$ cat src/rtl/stack_mem_pkg.sv
// rtl/stack_mem_pkg.sv - shared types and constants for the stack machine memory arbiter
package stack_mem_pkg;

  typedef enum logic [1:0] {
    IDLE  = 2'd0,
    ISSUE = 2'd1,
    WAIT  = 2'd2,
    RESP  = 2'd3
  } state_e;

  localparam int NREQ      = 3;
  localparam int REQ_LOAD  = 0;
  localparam int REQ_STACK = 1;
  localparam int REQ_FETCH = 2;

  // Reduce a small sum (0..5) modulo 3; used to walk the round-robin ring.
  function automatic logic [1:0] wrap3(input logic [2:0] v);
    logic [2:0] r;
    r = v;
    if (r >= 3'd3) r = r - 3'd3;
    if (r >= 3'd3) r = r - 3'd3;
    return r[1:0];
  endfunction

endpackage

$ cat src/rtl/rr_pick3.sv
// rtl/rr_pick3.sv - combinational 3-way round-robin winner selection
module rr_pick3
  import stack_mem_pkg::*;
(
  input  logic [2:0] req,
  input  logic [1:0] ptr,
  output logic       valid,
  output logic [1:0] sel
);

  logic [1:0] cand;

  // Search ptr+1, ptr+2, ptr (mod 3); first requester found wins.
  always_comb begin
    valid = 1'b0;
    sel   = ptr;
    cand  = '0;
    for (int k = 1; k <= 3; k++) begin
      cand = wrap3(3'({1'b0, ptr}) + 3'(k));
      if (!valid && req[cand]) begin
        valid = 1'b1;
        sel   = cand;
      end
    end
  end

endmodule

$ cat src/rtl/stack_mem_arbiter.sv
// rtl/stack_mem_arbiter.sv - round-robin arbiter sharing one synchronous memory among three requesters
module stack_mem_arbiter
  import stack_mem_pkg::*;
#(
  parameter int AW     = 5,
  parameter int DW     = 8,
  parameter int RD_LAT = 1
) (
  input  logic              clk,
  input  logic              rst,
  input  logic [2:0]        req,
  input  logic [2:0]        we,
  input  logic [3*AW-1:0]   addr,
  input  logic [3*DW-1:0]   wdata,
  output logic [2:0]        gnt,
  output logic [2:0]        done,
  output logic [DW-1:0]     rdata,
  output logic              busy,
  output logic              mem_en,
  output logic              mem_we,
  output logic [AW-1:0]     mem_addr,
  output logic [DW-1:0]     mem_wdata,
  input  logic [DW-1:0]     mem_rdata
);

  localparam int CW = $clog2(RD_LAT + 1);

  state_e          state_q, state_d;
  logic [1:0]      ptr_q, ptr_d;
  logic [1:0]      sel_q, sel_d;
  logic            we_q, we_d;
  logic [AW-1:0]   addr_q, addr_d;
  logic [DW-1:0]   wdata_q, wdata_d;
  logic [CW-1:0]   cnt_q, cnt_d;
  logic [DW-1:0]   rdata_q, rdata_d;

  logic            pick_valid;
  logic [1:0]      pick_sel;

  rr_pick3 u_pick (
    .req   (req),
    .ptr   (ptr_q),
    .valid (pick_valid),
    .sel   (pick_sel)
  );

  // State and latched transaction registers; reset clears every output source.
  always_ff @(posedge clk or posedge rst) begin
    if (rst) begin
      state_q <= IDLE;
      ptr_q   <= 2'd2;
      sel_q   <= 2'd0;
      we_q    <= 1'b0;
      addr_q  <= '0;
      wdata_q <= '0;
      cnt_q   <= '0;
      rdata_q <= '0;
    end else begin
      state_q <= state_d;
      ptr_q   <= ptr_d;
      sel_q   <= sel_d;
      we_q    <= we_d;
      addr_q  <= addr_d;
      wdata_q <= wdata_d;
      cnt_q   <= cnt_d;
      rdata_q <= rdata_d;
    end
  end

  // Next-state: arbitrate only in IDLE, then run issue / latency wait / response.
  always_comb begin
    state_d = state_q;
    ptr_d   = ptr_q;
    sel_d   = sel_q;
    we_d    = we_q;
    addr_d  = addr_q;
    wdata_d = wdata_q;
    cnt_d   = cnt_q;
    rdata_d = rdata_q;
    case (state_q)
      IDLE: begin
        if (pick_valid) begin
          sel_d   = pick_sel;
          ptr_d   = pick_sel;
          state_d = ISSUE;
          for (int i = 0; i < NREQ; i++) begin
            if (pick_sel == i[1:0]) begin
              we_d    = we[i];
              addr_d  = addr[i*AW +: AW];
              wdata_d = wdata[i*DW +: DW];
            end
          end
        end
      end
      ISSUE: begin
        if (we_q) begin
          state_d = RESP;
        end else begin
          state_d = WAIT;
          cnt_d   = '0;
        end
      end
      WAIT: begin
        cnt_d = cnt_q + 1'b1;
        if (cnt_q == CW'(RD_LAT - 1)) begin
          rdata_d = mem_rdata;
          state_d = RESP;
        end
      end
      RESP: begin
        state_d = IDLE;
      end
      default: begin
        state_d = IDLE;
      end
    endcase
  end

  // Outputs decoded from registered state only, so req never reaches them combinationally.
  always_comb begin
    gnt    = '0;
    done   = '0;
    mem_en = 1'b0;
    mem_we = 1'b0;
    if (state_q == ISSUE) begin
      gnt[sel_q] = 1'b1;
      mem_en     = 1'b1;
      mem_we     = we_q;
    end
    if (state_q == RESP) begin
      done[sel_q] = 1'b1;
    end
  end

  assign busy      = (state_q != IDLE);
  assign mem_addr  = addr_q;
  assign mem_wdata = wdata_q;
  assign rdata     = rdata_q;

endmodule

$ cat config.mk
export PLATFORM = sky130hd
export DESIGN_NAME = stack_mem_arbiter
export DESIGN_NICKNAME = d
export VERILOG_FILES = /design/src/rtl/stack_mem_pkg.sv /design/src/rtl/rr_pick3.sv /design/src/rtl/stack_mem_arbiter.sv
export SDC_FILE = /design/constraint.sdc
export NUM_CORES = 1
export LEC_CHECK = 0
export ABC_CLOCK_PERIOD_IN_PS = 2800
export CORE_ASPECT_RATIO = 1.2
export CORE_UTILIZATION = 42
export CTS_CLUSTER_DIAMETER = 50
export DETAILED_ROUTE_END_ITERATION = 10
export MAX_ROUTING_LAYER = met4
export PLACE_DENSITY_LB_ADDON = 0.12
export SKIP_CTS_REPAIR_TIMING = 1
export SLEW_MARGIN = 0
export SYNTH_ARGS = -nofsm -noshare
export SYNTH_HDL_FRONTEND = slang
export SYNTH_HIERARCHICAL = 1
export SYNTH_SLANG_ARGS = --single-unit
$ cat constraint.sdc
create_clock -name clk -period 2.8 [get_ports clk]
set_clock_uncertainty 0.2 [all_clocks]
set_input_delay 0.42 -clock clk [delete_from_list [all_inputs] [get_ports clk]]
set_output_delay 0.42 -clock clk [all_outputs]
set_load 0.03 [all_outputs]
# After elaboration in Yosys (flattened, before gate mapping)
# Cells that the tools add are included.
dict set report classes {
  n_addsub 10
  multipliers 0
  n_div 0
  n_lt_le_gt_ge 11
  eq_ne 8
  shifts 0
  muxes 39
  bitwise 1
  n_reduce_logical 15
}
# cell n
set op_table {}
lappend op_table {{8-bit two-way mux} 3}
lappend op_table {{3-bit by 2-bit greater-or-equal comparator with 1-bit output, second input constant} 6}
lappend op_table {{2-bit two-way mux} 8}
lappend op_table {{3-bit two-way mux} 5}
lappend op_table {{5-bit two-way mux} 3}
lappend op_table {{1-bit two-way mux} 14}
lappend op_table {{2-bit by 3-bit < comparator with 1-bit output, second input constant} 4}
lappend op_table {{3-bit by 2-bit subtractor with 3-bit output, second input constant} 3}
lappend op_table {{2-bit case mux with 4 select lines} 1}
lappend op_table {{2-bit AND reduction} 4}
lappend op_table {{2-bit by 2-bit adder with 3-bit output, second input constant} 2}
lappend op_table {{1-bit binary-select mux with 2-bit select} 3}
lappend op_table {{2-bit == test, second input constant} 3}
lappend op_table {{2-bit inequality test, second input constant} 3}
lappend op_table {{2-bit subtractor, second input constant} 3}
lappend op_table {{2-bit by 1-bit == test with 1-bit output, second input constant} 2}
lappend op_table {{2-bit zero test} 2}
lappend op_table {{2-bit nonzero test} 2}
lappend op_table {{2-bit by 1-bit adder with 3-bit output, second input constant} 1}
lappend op_table {{1-bit logical AND} 3}
lappend op_table {{3-bit AND reduction} 1}
lappend op_table {{3-bit nonzero test} 1}
lappend op_table {{1-bit demux with 2-bit select} 1}
lappend op_table {{2-bit by 1-bit greater-or-equal comparator with 1-bit output, second input constant} 1}
lappend op_table {{4 further kinds} 5}
dict set report totals {
  ff_bits 29
  latchBits 0
  ram_bits 0
  romBits 0
  input_bits 55
  out_inout_bits 30
  elab_cells 92
  n_memories 0
}

# Logic depth before layout (Yosys ltp)
# Gate-level depths: netlist of the first run.
dict set report depth {
  depth_word 18
  ltp_mapped 12
  mapped_depth_nobuf 9
}

# Hierarchy
# Netlist of the first run, hierarchy kept.
# mod n_inst cells_per_inst area_each_um2 seq_area_each_um2
set modules_own_cells {}
lappend modules_own_cells {stack_mem_arbiter 1 170 1575.3 701.9}
lappend modules_own_cells {rr_pick3 1 50 326.6 0.0}

# Least setup slack after synthesis of the first run
# No wires, ideal clock.
dict set report synth_timing {
  path_type {register -> register}
  startpoint {reg ptr_q[0]}
  endpoint {reg addr_q[3] (netlist: mem_addr[3])}
  setup_ns 0.122
  arrival_ns 2.233
  required_ns 2.478
  slack_ns 0.245
  stages_incl_launch_ff 11
  path_buffers 2
  synth_period_minus_slack_ns 2.555
  path_cell_list {dfrtp_1 inv_1 ha_1 buf_2 o22a_1 and3_1 o32a_1 buf_2 nor2_1 o21ai_0 a32o_1}
}
dict set report synth_between {
  elab_chain_cells 17
  elab_cells_between_ends 44
  cone_classes {add/sub (9); order compare (6); eq/ne (2); mux (20); reduce/logical (7)}
}
# element line
set synth_rtl {}
lappend synth_rtl {{start: declaration} stack_mem_arbiter.sv:29} ;# logic [1:0] ptr_q, ptr_d;
lappend synth_rtl {{start signal: assignment} stack_mem_arbiter.sv:60} ;# ptr_q <= ptr_d;
lappend synth_rtl {{2-bit by 1-bit adder with 3-bit output} rr_pick3.sv:19} ;# cand = wrap3(3'({1'b0, ptr}) + 3'(k));
lappend synth_rtl {{3-bit by 2-bit subtractor with 3-bit output / 3-bit by 2-bit greater-or-equal comparator with 1-bit output (equally long branches)} stack_mem_pkg.sv:20} ;# if (r >= 3'd3) r = r - 3'd3;
lappend synth_rtl {{3-bit two-way mux} stack_mem_pkg.sv:20}
lappend synth_rtl {{3-bit by 2-bit greater-or-equal comparator with 1-bit output / 2-bit subtractor (equally long branches)} stack_mem_pkg.sv:21} ;# if (r >= 3'd3) r = r - 3'd3;
lappend synth_rtl {{2-bit two-way mux} stack_mem_pkg.sv:21}
lappend synth_rtl {{1-bit binary-select mux with 2-bit select} rr_pick3.sv:20} ;# if (!valid && req[cand]) begin
lappend synth_rtl {{1-bit two-way mux (implied by the code)} rr_pick3.sv:20}
lappend synth_rtl {{1-bit two-way mux} rr_pick3.sv:20}
lappend synth_rtl {{[2 not listed]} --}
lappend synth_rtl {{1-bit two-way mux} rr_pick3.sv:20}
lappend synth_rtl {{1-bit zero test} rr_pick3.sv:20}
lappend synth_rtl {{1-bit logical AND} rr_pick3.sv:20}
lappend synth_rtl {{2-bit two-way mux (*)} rr_pick3.sv:20}
lappend synth_rtl {{named net pick_sel[0]} stack_mem_arbiter.sv:38} ;# logic [1:0] pick_sel;
lappend synth_rtl {{2-bit by 1-bit == test with 1-bit output (tied with other cells)} stack_mem_arbiter.sv:87} ;# if (pick_sel == i[1:0]) begin
lappend synth_rtl {{3-bit nonzero test (no line) / 5-bit two-way mux (equally long branches)} --}
lappend synth_rtl {{3-bit AND reduction (no line) / 5-bit two-way mux (equally long branches)} --}
lappend synth_rtl {{end signal: assignment} stack_mem_arbiter.sv:63} ;# addr_q <= addr_d;
lappend synth_rtl {{end: declaration} stack_mem_arbiter.sv:32} ;# logic [AW-1:0] addr_q, addr_d;
# Mark *: on every way through the listed nets, which the timed path passes. The rest lies on a longest branch. The select of a mux whose other input is x is not followed.
# A chain may end at the register's enable or synchronous reset.

# Final worst setup path of the first run
dict set report layout_timing {
  startpoint {reg ptr_q[1]}
  endpoint {reg wdata_q[1] (netlist: mem_wdata[1])}
}
dict set report layout_between {
  elab_chain_cells 17
  elab_cells_between_ends 44
  cone_classes {add/sub (9); order compare (6); eq/ne (2); mux (20); reduce/logical (7)}
}
# element line
set layout_rtl {}
lappend layout_rtl {{2-bit by 1-bit adder with 3-bit output} rr_pick3.sv:19}
lappend layout_rtl {{3-bit by 2-bit subtractor with 3-bit output / 3-bit by 2-bit greater-or-equal comparator with 1-bit output (equally long branches)} stack_mem_pkg.sv:20}
lappend layout_rtl {{3-bit two-way mux} stack_mem_pkg.sv:20}
lappend layout_rtl {{3-bit by 2-bit greater-or-equal comparator with 1-bit output / 2-bit subtractor (equally long branches)} stack_mem_pkg.sv:21}
lappend layout_rtl {{2-bit two-way mux} stack_mem_pkg.sv:21}
lappend layout_rtl {{1-bit binary-select mux with 2-bit select} rr_pick3.sv:20}
lappend layout_rtl {{1-bit two-way mux (implied by the code)} rr_pick3.sv:20}
lappend layout_rtl {{1-bit two-way mux} rr_pick3.sv:20}
lappend layout_rtl {{[2 not listed]} --}
lappend layout_rtl {{1-bit two-way mux} rr_pick3.sv:20}
lappend layout_rtl {{1-bit zero test} rr_pick3.sv:20}
lappend layout_rtl {{1-bit logical AND} rr_pick3.sv:20}
lappend layout_rtl {{2-bit two-way mux (*)} rr_pick3.sv:20}
lappend layout_rtl {{named net pick_sel[0]} stack_mem_arbiter.sv:38}
lappend layout_rtl {{2-bit by 1-bit == test with 1-bit output (tied with other cells)} stack_mem_arbiter.sv:87}
lappend layout_rtl {{3-bit nonzero test (no line) / 8-bit two-way mux (equally long branches)} --}
lappend layout_rtl {{3-bit AND reduction (no line) / 8-bit two-way mux (equally long branches)} --}
lappend layout_rtl {{end signal: assignment} stack_mem_arbiter.sv:64} ;# wdata_q <= wdata_d;
lappend layout_rtl {{end: declaration} stack_mem_arbiter.sv:33} ;# logic [DW-1:0] wdata_q, wdata_d;
# Marks and branches as above.

==> results of run 1 <==
stage by stage:
stage | total power, mW | instances | setup slack [ps]
5_1_grt | 4.12 | 366 | -23.8
6_report | 3.83 | 366 | 123
2_1_floorplan | 2.58 | 220 | 245
4_1_cts | 3.74 | 363 | 17.0
3_5_place_dp | 3.41 | 359 | -75.9
3_3_place_gp | 3.38 | 359 | -51.2
kinds of logic after synthesis:
group	Yosys count
simple gates	68
flops	28
mux	11
fa+ha+maj	7
buf+inv	41
compound gates	65
registers in the layout, summed over array words and instances (netlist names):
| register | count |
|---|---|
| we_q | 1 |
| state_q | 2 |
| cnt_q | 1 |
| ptr_q | 2 |
| sel_q | 1 |
| rdata | 8 |
| mem_addr | 5 |
| mem_wdata | 8 |
where the power goes:
part           switching [mW]  internal [mW]
Combinational            1.47           1.29
Clock                   0.130          0.191
Sequential              0.136          0.614
cell usage after synthesis (all sizes together), types with 3 or more instances:
library cell | number | area, um^2
a21oi | 6 | 30.0
o21ai | 31 | 155
buf | 16 | 104
inv | 24 | 90.1
nor2b | 4 | 25.0
nor2 | 15 | 56.3
a32o | 13 | 130
nor3b | 3 | 22.5
and3b | 4 | 35.0
nand2 | 28 | 113
mux2 | 9 | 101
ha | 7 | 87.6
nand3 | 3 | 15.0
dfrtp | 27 | 676
layer usage:
layer  GRT usage (%)  wire length [um]  vias to the layer above
met5               -                 0                        -
met4            7.32                72                        0
met3            3.59               269                        8
met2            37.9              2370                       56
met1            23.8              2120                      888
li1                -                 -                      952
worst paths after layout:
| path | start | end | slack (ps) | cells past startpoint |
|---|---|---|---|---|
| min in group clk | ptr_q[1] | ptr_q[1] | 300 | 2 |
| max in group asynchronous | rst | ptr_q[1] | 1790 | 3 |
| hold / removal | rst | rdata[6] | 300 | 3 |
| setup reg to reg | ptr_q[1] | mem_wdata[1] | 120 | 10 |
| setup / recovery | ptr_q[1] | mem_wdata[1] | 120 | 10 |
| hold reg to reg | ptr_q[1] | ptr_q[1] | 300 | 2 |
final cells by class:
| type | count | share of cell area [%] |
|---|---|---|
| Clock buffer | 3 | 1.39 |
| Multi-Input combinational cell | 151 | 34.7 |
| Sequential cell | 28 | 23.6 |
| Inverter | 24 | 3.03 |
| Clock inverter | 1 | 1.01 |
| Timing Repair Buffer | 103 | 33.9 |
| Tap cell | 56 | 2.36 |
worst register-to-register path, cell delays in order, from the launching register on:
cell and delay [ps]:
dfstp_2 590, inv_1 60, ha_2 230, o21bai_1 160
a21oi_1 90, o211a_1 200, o32a_1 410, buf_12 190
nor2_1 110, o21ai_0 80, a32o_1 260
==> results.md, run 1 <==
* Slowest stage cell, crit path: dfstp_2
* Reported leakage power at 1.31 nW
* Vias per std cell at 5.20
* Max-slew violations at 0
* ANT cells at 0
* Synthesized cell area at 0.00190 mm^2
* Sequential fraction of the synthesis area at 36.9%
* Clock buffer depth at 2
* First-pass GRT wire length at 7.84 mm
* CP max FO at 26
* Routed len/inst at 13.2 um
* Area share of xor/xnor cells in the synthesized design at 0%
* Final hold vios at 0
* MaxCap Viol Count at 0
* Critical path arrival at 2650 ps
* #FFs+latches synth at 28
* EDFF count, synth at 0
* Total GRT Usage at 21.1%
* RSZ-0062 raised after global routing: true
* Antenna Nets Post-Route at 0
* Drt total wl at 4.83 mm
* Tightest Pin Transition at 373 ps
* Fill cells at 369
* Fin Hold WS at 300 ps
* Syn Inst Count at 220
* Initial Util at 44.3%
* CP max stage delay at 590 ps
* CTS tree: built
* Primary FF master, synth: dfrtp_1
* Most common cell after layout, fill and taps aside: clkdlybuf4s50_1
* Main combinational cell family by area after synthesis: compound AO/OA/AOI/OAI gates
* Final core occ at 69.1%
* Die height at 75.7 um
* Rows at 26
* Iteration-0 DRC Markers at 58
* # DRC at 0
* Register area at 702 um^2
* Fin crit share at 95.6%
* Req. time, crit path at 2770 ps
* Final TNS setup at 0 ps
* Worst Hold Class: in -> async
* Area Overhead vs Synth at 56.1%
* Crit-path leading delay family: compound AO/OA/AOI/OAI gates
* Post-Synth Simple-Gate Area at 18.3%
* PortBufs at 84
* Remaining Overflow, GRT at 0
* Most frequent cells in the layout: 83 x clkdlybuf4s50_1, 31 x o21ai_0, 27 x nand2_1, 27 x dfrtp_1, 24 x inv_1
* Ys async rst share at 100%
* H-tree depth at 1
* Adder-cell area share of the yosys netlist at 4.61%
* Vias at 1904
* Post-DP HPWL at 3.63 mm
* YS warnings at 6
* Synth Area in Compound Gates at 23.4%
* Vias in the first global route at 1763
* Critical Path, Cell by Cell: inv_1, ha_2, o21bai_1, a21oi_1, o211a_1, o32a_1, buf_12, nor2_1, o21ai_0, a32o_1
* Startpoint types: register
* Pin count of the biggest net entering global routing at 29
* Slew HR at 75.1%
* Syn_nets at 282
* Clk Latency, worst-skew pair at 270 ps
* Clock transition at path regs at 100 ps
* Die Area at 0.00480 mm^2
* Worst-case vdd ir drop at 697 uV
* PD cells at 1290 mW/mm^2
* Post-Syn Area per Cell at 8.64 um^2
* Status: complete, no violations
* Max Fclk at 374 MHz
* Routability cong. at 0.857
* Mux contribution to synthesized area at 6.38%
* Setup-failing EPs final at 0
* Die X at 63.4 um
* Crit. End Element: register
* Yosys cell types at 44
* Design area at 0.00297 mm^2
* Root cell of the clock tree: clkbuf_8
* Dpl cell area at 0.00284 mm^2
* Crit path time final at 2680 ps
* Area of the multi-input gates at 0.00103 mm^2
* Fin nets at 373
* Clk sinks at 28
* Crit path buffers/inverters at 2
* Critical path class: reg -> reg
* Inserted Clock Buffers at 3
* Initial antenna violation count at 0
* Fraction of layout cells with a size suffix above 1 at 12.9%
* Detailed Routing Iterations Pass 1 at 4
* Core area at 0.00429 mm^2
* I/O pin count at 85
No activity file was read; power rests on OpenSTA's default activity.
==> inputs of run 2 (changes only) <==
- PLACE_DENSITY_LB_ADDON: 0.12 -> 0.15
==> run 2 against run 1 <==
  * Critical path depth did not move
  * Worst hold slack got worse by 2.0 ps
  * Largest cell class unchanged
  * Final cell count fell by 0.55%
  * Clock power fell by 2%
  * Largest power group unchanged
==> results.md, run 2 (synthesized netlist as in run 1, its figures left out) <==
* Total GRT Usage at 20.6%
* Req. time, crit path at 2770 ps
* Clk sinks at 28
* Routed len/inst at 13.6 um
* Rows at 26
* Max-slew violations at 0
* Final core occ at 69.2%
* Crit-path leading delay family: compound AO/OA/AOI/OAI gates
* Fraction of layout cells with a size suffix above 1 at 13.0%
* Die height at 75.7 um
* Tightest Pin Transition at 358 ps
* Slew HR at 76.1%
* Register area at 702 um^2
* Iteration-0 DRC Markers at 89
* First-pass GRT wire length at 7.59 mm
* Critical path arrival at 2640 ps
* Fin nets at 371
* PD cells at 1310 mW/mm^2
* # DRC at 0
* Post-DP HPWL at 3.53 mm
* Slack of the critical path at 122 ps
* Critical path class: reg -> reg
* Clk Latency, worst-skew pair at 270 ps
* PortBufs at 84
* Routability cong. at 0.897
* Pin count of the biggest net entering global routing at 30
* Startpoint types: register
* CP max FO at 29
* Die Area at 0.00480 mm^2
* Setup-failing EPs final at 0
* Detailed Routing Iterations Pass 1 at 4
* Final hold vios at 0
* Remaining Overflow, GRT at 0
* FF-to-FF path depth at 10
* Most common cell after layout, fill and taps aside: clkdlybuf4s50_1
* Fill cells at 364
* Die X at 63.4 um
* Post-Place Setup Slack at -44.0 ps
* ANT cells at 0
* Vias per std cell at 5.18
* Worst Hold Class: in -> async
* Dpl cell area at 0.00283 mm^2
* Max Fclk at 373 MHz
* Crit path time final at 2680 ps
* Total power draw at 3.89 mW
* Reported leakage power at 1.29 nW
* FF-to-FF Start: ptr_q[1]
* Slowest stage cell, crit path: dfstp_2
* Vias in the first global route at 1731
* Final TNS setup at 0 ps
* Drt total wl at 4.94 mm
* FF-to-FF End: mem_addr[1]
* CTS tree: built
* I/O pin count at 85
* Inserted Clock Buffers at 3
* Core area at 0.00429 mm^2
* Design area at 0.00297 mm^2
* Most frequent cells in the layout: 84 x clkdlybuf4s50_1, 31 x o21ai_0, 27 x nand2_1, 27 x dfrtp_1, 24 x inv_1
* Post-route insts no fill at 364
* Antenna Nets Post-Route at 0
* Fin Hold WS at 298 ps
* CP max stage delay at 590 ps
* Critical Path, Cell by Cell: inv_1, ha_2, buf_4, o22a_1, and3_1, o32a_1, buf_12, nor2_1, o21ai_0, a32o_1
* Root cell of the clock tree: clkbuf_8
* Initial Util at 44.3%
* Clock buffer depth at 2
* H-tree depth at 1
* Area of the multi-input gates at 0.00105 mm^2
* MaxCap Viol Count at 0
* Vias at 1887
* Crit. End Element: register
* Worst-case vdd ir drop at 630 uV
* DP Cell Count at 357
* Status: complete, no violations
* Crit path buffers/inverters at 3
* Initial antenna violation count at 0
* Clock transition at path regs at 90 ps
* Fin crit share at 95.6%
* Register-to-register setup slack at 120 ps
* Critical path depth at 10
* Area Overhead vs Synth at 56.3%
-- run 2: cell types whose count changed in the layout (fill, tap and decap cells not counted) --
cell             change
a21oi_2              +1
a2111oi_2            +1
buf_4                -2
a2bb2oi_2            -1
a2111oi_1            -1
dlymetal6s2s_1       -1
clkdlybuf4s50_1      +1
a2bb2oi_4            +1
a21oi_1              -1
-- run 2: tightest hold or removal path, stage by stage --
cell	delay [ps]
clkdlybuf4s50_1	400
inv_1	50
buf_4	320
-- run 2: layout make-up --
| type | instances | share of cell area, % |
|---|---|---|
| timing repair buffer | 101 | 33.3 |
| clock buffer | 3 | 1.39 |
| clock inverter | 1 | 1.01 |
| sequential | 28 | 23.6 |
| tap | 56 | 2.36 |
| multi-input combinational | 151 | 35.3 |
| inverter | 24 | 3.03 |
-- run 2: power breakdown --
part | internal, mW | switching [mW]
clock | 0.191 | 0.122
combinational | 1.31 | 1.52
sequential | 0.614 | 0.131
-- run 2: worst max-delay path by stage --
stage / start / to / slack (ps)
after floorplan: ptr_q[0] / mem_addr[3] / 250
after global placement: req[1] / mem_addr[1] / -3
after detailed placement: req[1] / mem_addr[3] / -40
after CTS: ptr_q[0] / mem_addr[3] / 3
after global routing: ptr_q[0] / mem_addr[1] / -30
final: ptr_q[1] / mem_addr[1] / 120
-- run 2: routing by layer --
layer | vias to the layer above | share of wire [%] | routed length (um) | GRT usage (%)
li1 | 946 | - | - | -
met1 | 878 | 43 | 2120 | 24.7
met5 | - | 0 | 0 | -
met4 | 0 | 1.3 | 66 | 6.06
met3 | 6 | 4.1 | 204 | 3.14
met2 | 57 | 52 | 2550 | 35.9
==> inputs of run 3 (changes only) <==
- SETUP_SLACK_MARGIN: not set -> 0.2
==> run 3 against run 2 <==
  * Worst setup slack lost 77 ps
  * Sequential power up 1%
  * Sequential share of layout area down 3.0 points
  * Maximum frequency shrank 2.8%
  * First-iteration DRC count is 53% higher
  * Non-clock buffer count up 16
  * Clock-buffer cell count unchanged
  * Critical endpoint is now we_q
  * Largest power group unchanged
==> results.md, run 3 (synthesized netlist as in run 1, its figures left out) <==
* Die height at 75.7 um
* Initial antenna violation count at 0
* Seq pwr share at 14.9%
* Iteration-0 DRC Markers at 136
* Req. time, crit path at 2770 ps
* Most common cell after layout, fill and taps aside: clkdlybuf4s50_1
* Setup-failing EPs final at 0
* MaxCap Viol Count at 0
* Fraction of layout cells with a size suffix above 1 at 26.7%
* Fill cells at 291
* Detailed Routing Iterations Pass 1 at 4
* Vias at 2099
* Startpoint types: register
* Max Fclk at 363 MHz
* First-pass GRT wire length at 7.59 mm
* Clock buffer depth at 2
* I/O pin count at 85
* Vias in the first global route at 1731
* Status: complete, no violations
* Critical path class: reg -> reg
* Total GRT Usage at 20.6%
* Worst Hold Class: in -> async
* Die Area at 0.00480 mm^2
* Comb pwr share at 78.7%
* Post-route insts no fill at 382
* Register-to-register setup slack at 50 ps
* Area Overhead vs Synth at 79.2%
* Rows at 26
* Max-slew violations at 0
* P_sw at 2.32 mW
* Worst-case vdd ir drop at 723 uV
* Fin crit share at 98.4%
* Clk sinks at 28
* Crit path time final at 2750 ps
* Antenna Nets Post-Route at 0
* Root cell of the clock tree: clkbuf_8
* Area of the multi-input gates at 0.00126 mm^2
* Pin count of the biggest net entering global routing at 30
* Routability cong. at 0.897
* Routed len/inst at 16.5 um
* Critical path arrival at 2730 ps
* Drt total wl at 6.31 mm
* Clock transition at path regs at 100 ps
* Inserted Clock Buffers at 3
* Core area at 0.00429 mm^2
* Crit path buffers/inverters at 3
* H-tree depth at 1
* Vias per std cell at 5.49
* Slew HR at 76.3%
* Net Sw Frac at 45.8%
* FF-to-FF End: we_q
* Most frequent cells in the layout: 79 x clkdlybuf4s50_1, 26 x dfrtp_1, 25 x nand2_1, 22 x inv_1, 16 x buf_4
* PortBufs at 84
* Fin nets at 389
* Tightest Pin Transition at 356 ps
* Final hold vios at 0
* RSZ-0062 raised after global routing: true
* CP max FO at 7
* Post-DP HPWL at 3.53 mm
* Internal at 2.75 mW
* FF-to-FF Start: ptr_q[1]
* Initial Util at 44.3%
* Reported leakage power at 1.52 nW
* PD cells at 1490 mW/mm^2
* FF-to-FF path depth at 9
* Die X at 63.4 um
* Clk Latency, worst-skew pair at 280 ps
* Slowest stage cell, crit path: dfstp_2
* CTS tree: built
* Critical Path, Cell by Cell: ha_4, buf_6, or3_1, a21oi_1, a311oi_1, buf_4, and2_4, clkbuf_16, a32o_1
* CP max stage delay at 590 ps
* Clock network fraction of design power at 6.4%
* Crit-path leading delay family: simple AND/OR/NAND/NOR gates
* Register area at 703 um^2
* Crit. End Element: register
* Total power draw at 5.07 mW
* ANT cells at 0
* # DRC at 0
* DP Cell Count at 357
* Remaining Overflow, GRT at 0
-- run 3: cell count changes in the layout (fill, tap and decap cells not counted), sizes merged --
cell           delta
buf              +13
clkbuf            +3
dlymetal6s2s      +5
nand2             +1
clkdlybuf4s50     -5
a2bb2oi           +1
-- run 3: worst max path at each step --
stage                  start           to  slack, ps  cells after the start
finish              ptr_q[1]         we_q         50                      9
global route        ptr_q[1]         we_q         30                      9
CTS                 ptr_q[0]  mem_addr[3]          3                     10
global placement      req[1]  mem_addr[1]         -3                      9
detailed placement    req[1]  mem_addr[3]        -40                      9
floorplan           ptr_q[0]  mem_addr[3]        250                     10
-- run 3: worst register-to-register path, stage by stage (launching register included) --
cell	delay, ps
dfstp_2	590
ha_4	240
buf_6	130
or3_1	400
a21oi_1	210
a311oi_1	90
buf_4	160
and2_4	190
clkbuf_16	180
a32o_1	260
-- run 3: final cells by class --
type / count / area share [%]
timing repair buffer: 117 / 35.7
sequential: 28 / 20.6
multi-input combinational: 153 / 36.9
inverter: 24 / 2.64
clock buffer: 3 / 1.21
tap: 56 / 2.06
clock inverter: 1 / 0.881
-- run 3: power groups by stage --
stage | combinational (mW) | sequential (mW) | clock (mW)
after floorplan | 1.55 | 1.02 | 0
after global routing | 4.24 | 0.776 | 0.338
after detailed placement | 2.64 | 0.751 | 0
after CTS | 2.65 | 0.744 | 0.322
after global placement | 2.60 | 0.748 | 0
final | 3.99 | 0.755 | 0.323
-- run 3: stage by stage --
stage | TNS (ps) | hold WS [ps] | utilization, % | setup slack, ps | instance area [um^2]
after floorplan | 0 | 256 | - | 245 | 1900
after global placement | -3.18 | 273 | 65.9 | -2.87 | 2830
after detailed placement | -384 | 282 | 65.9 | -44.0 | 2830
after CTS | 0 | 300 | 67.5 | 3.03 | 2900
after global routing | 0 | 327 | 79.4 | 25.4 | 3410
final | 0 | 298 | 79.4 | 45.2 | 3410
-- run 3: routing by layer --
metal  vias to the layer above  track usage (%)  share of wire [%]
met5                         -                -                  0
met4                         0             6.06                1.8
met3                        10             3.14                4.9
met2                        77             35.9                 53
met1                      1015             24.7                 40
li1                        997                -                  -
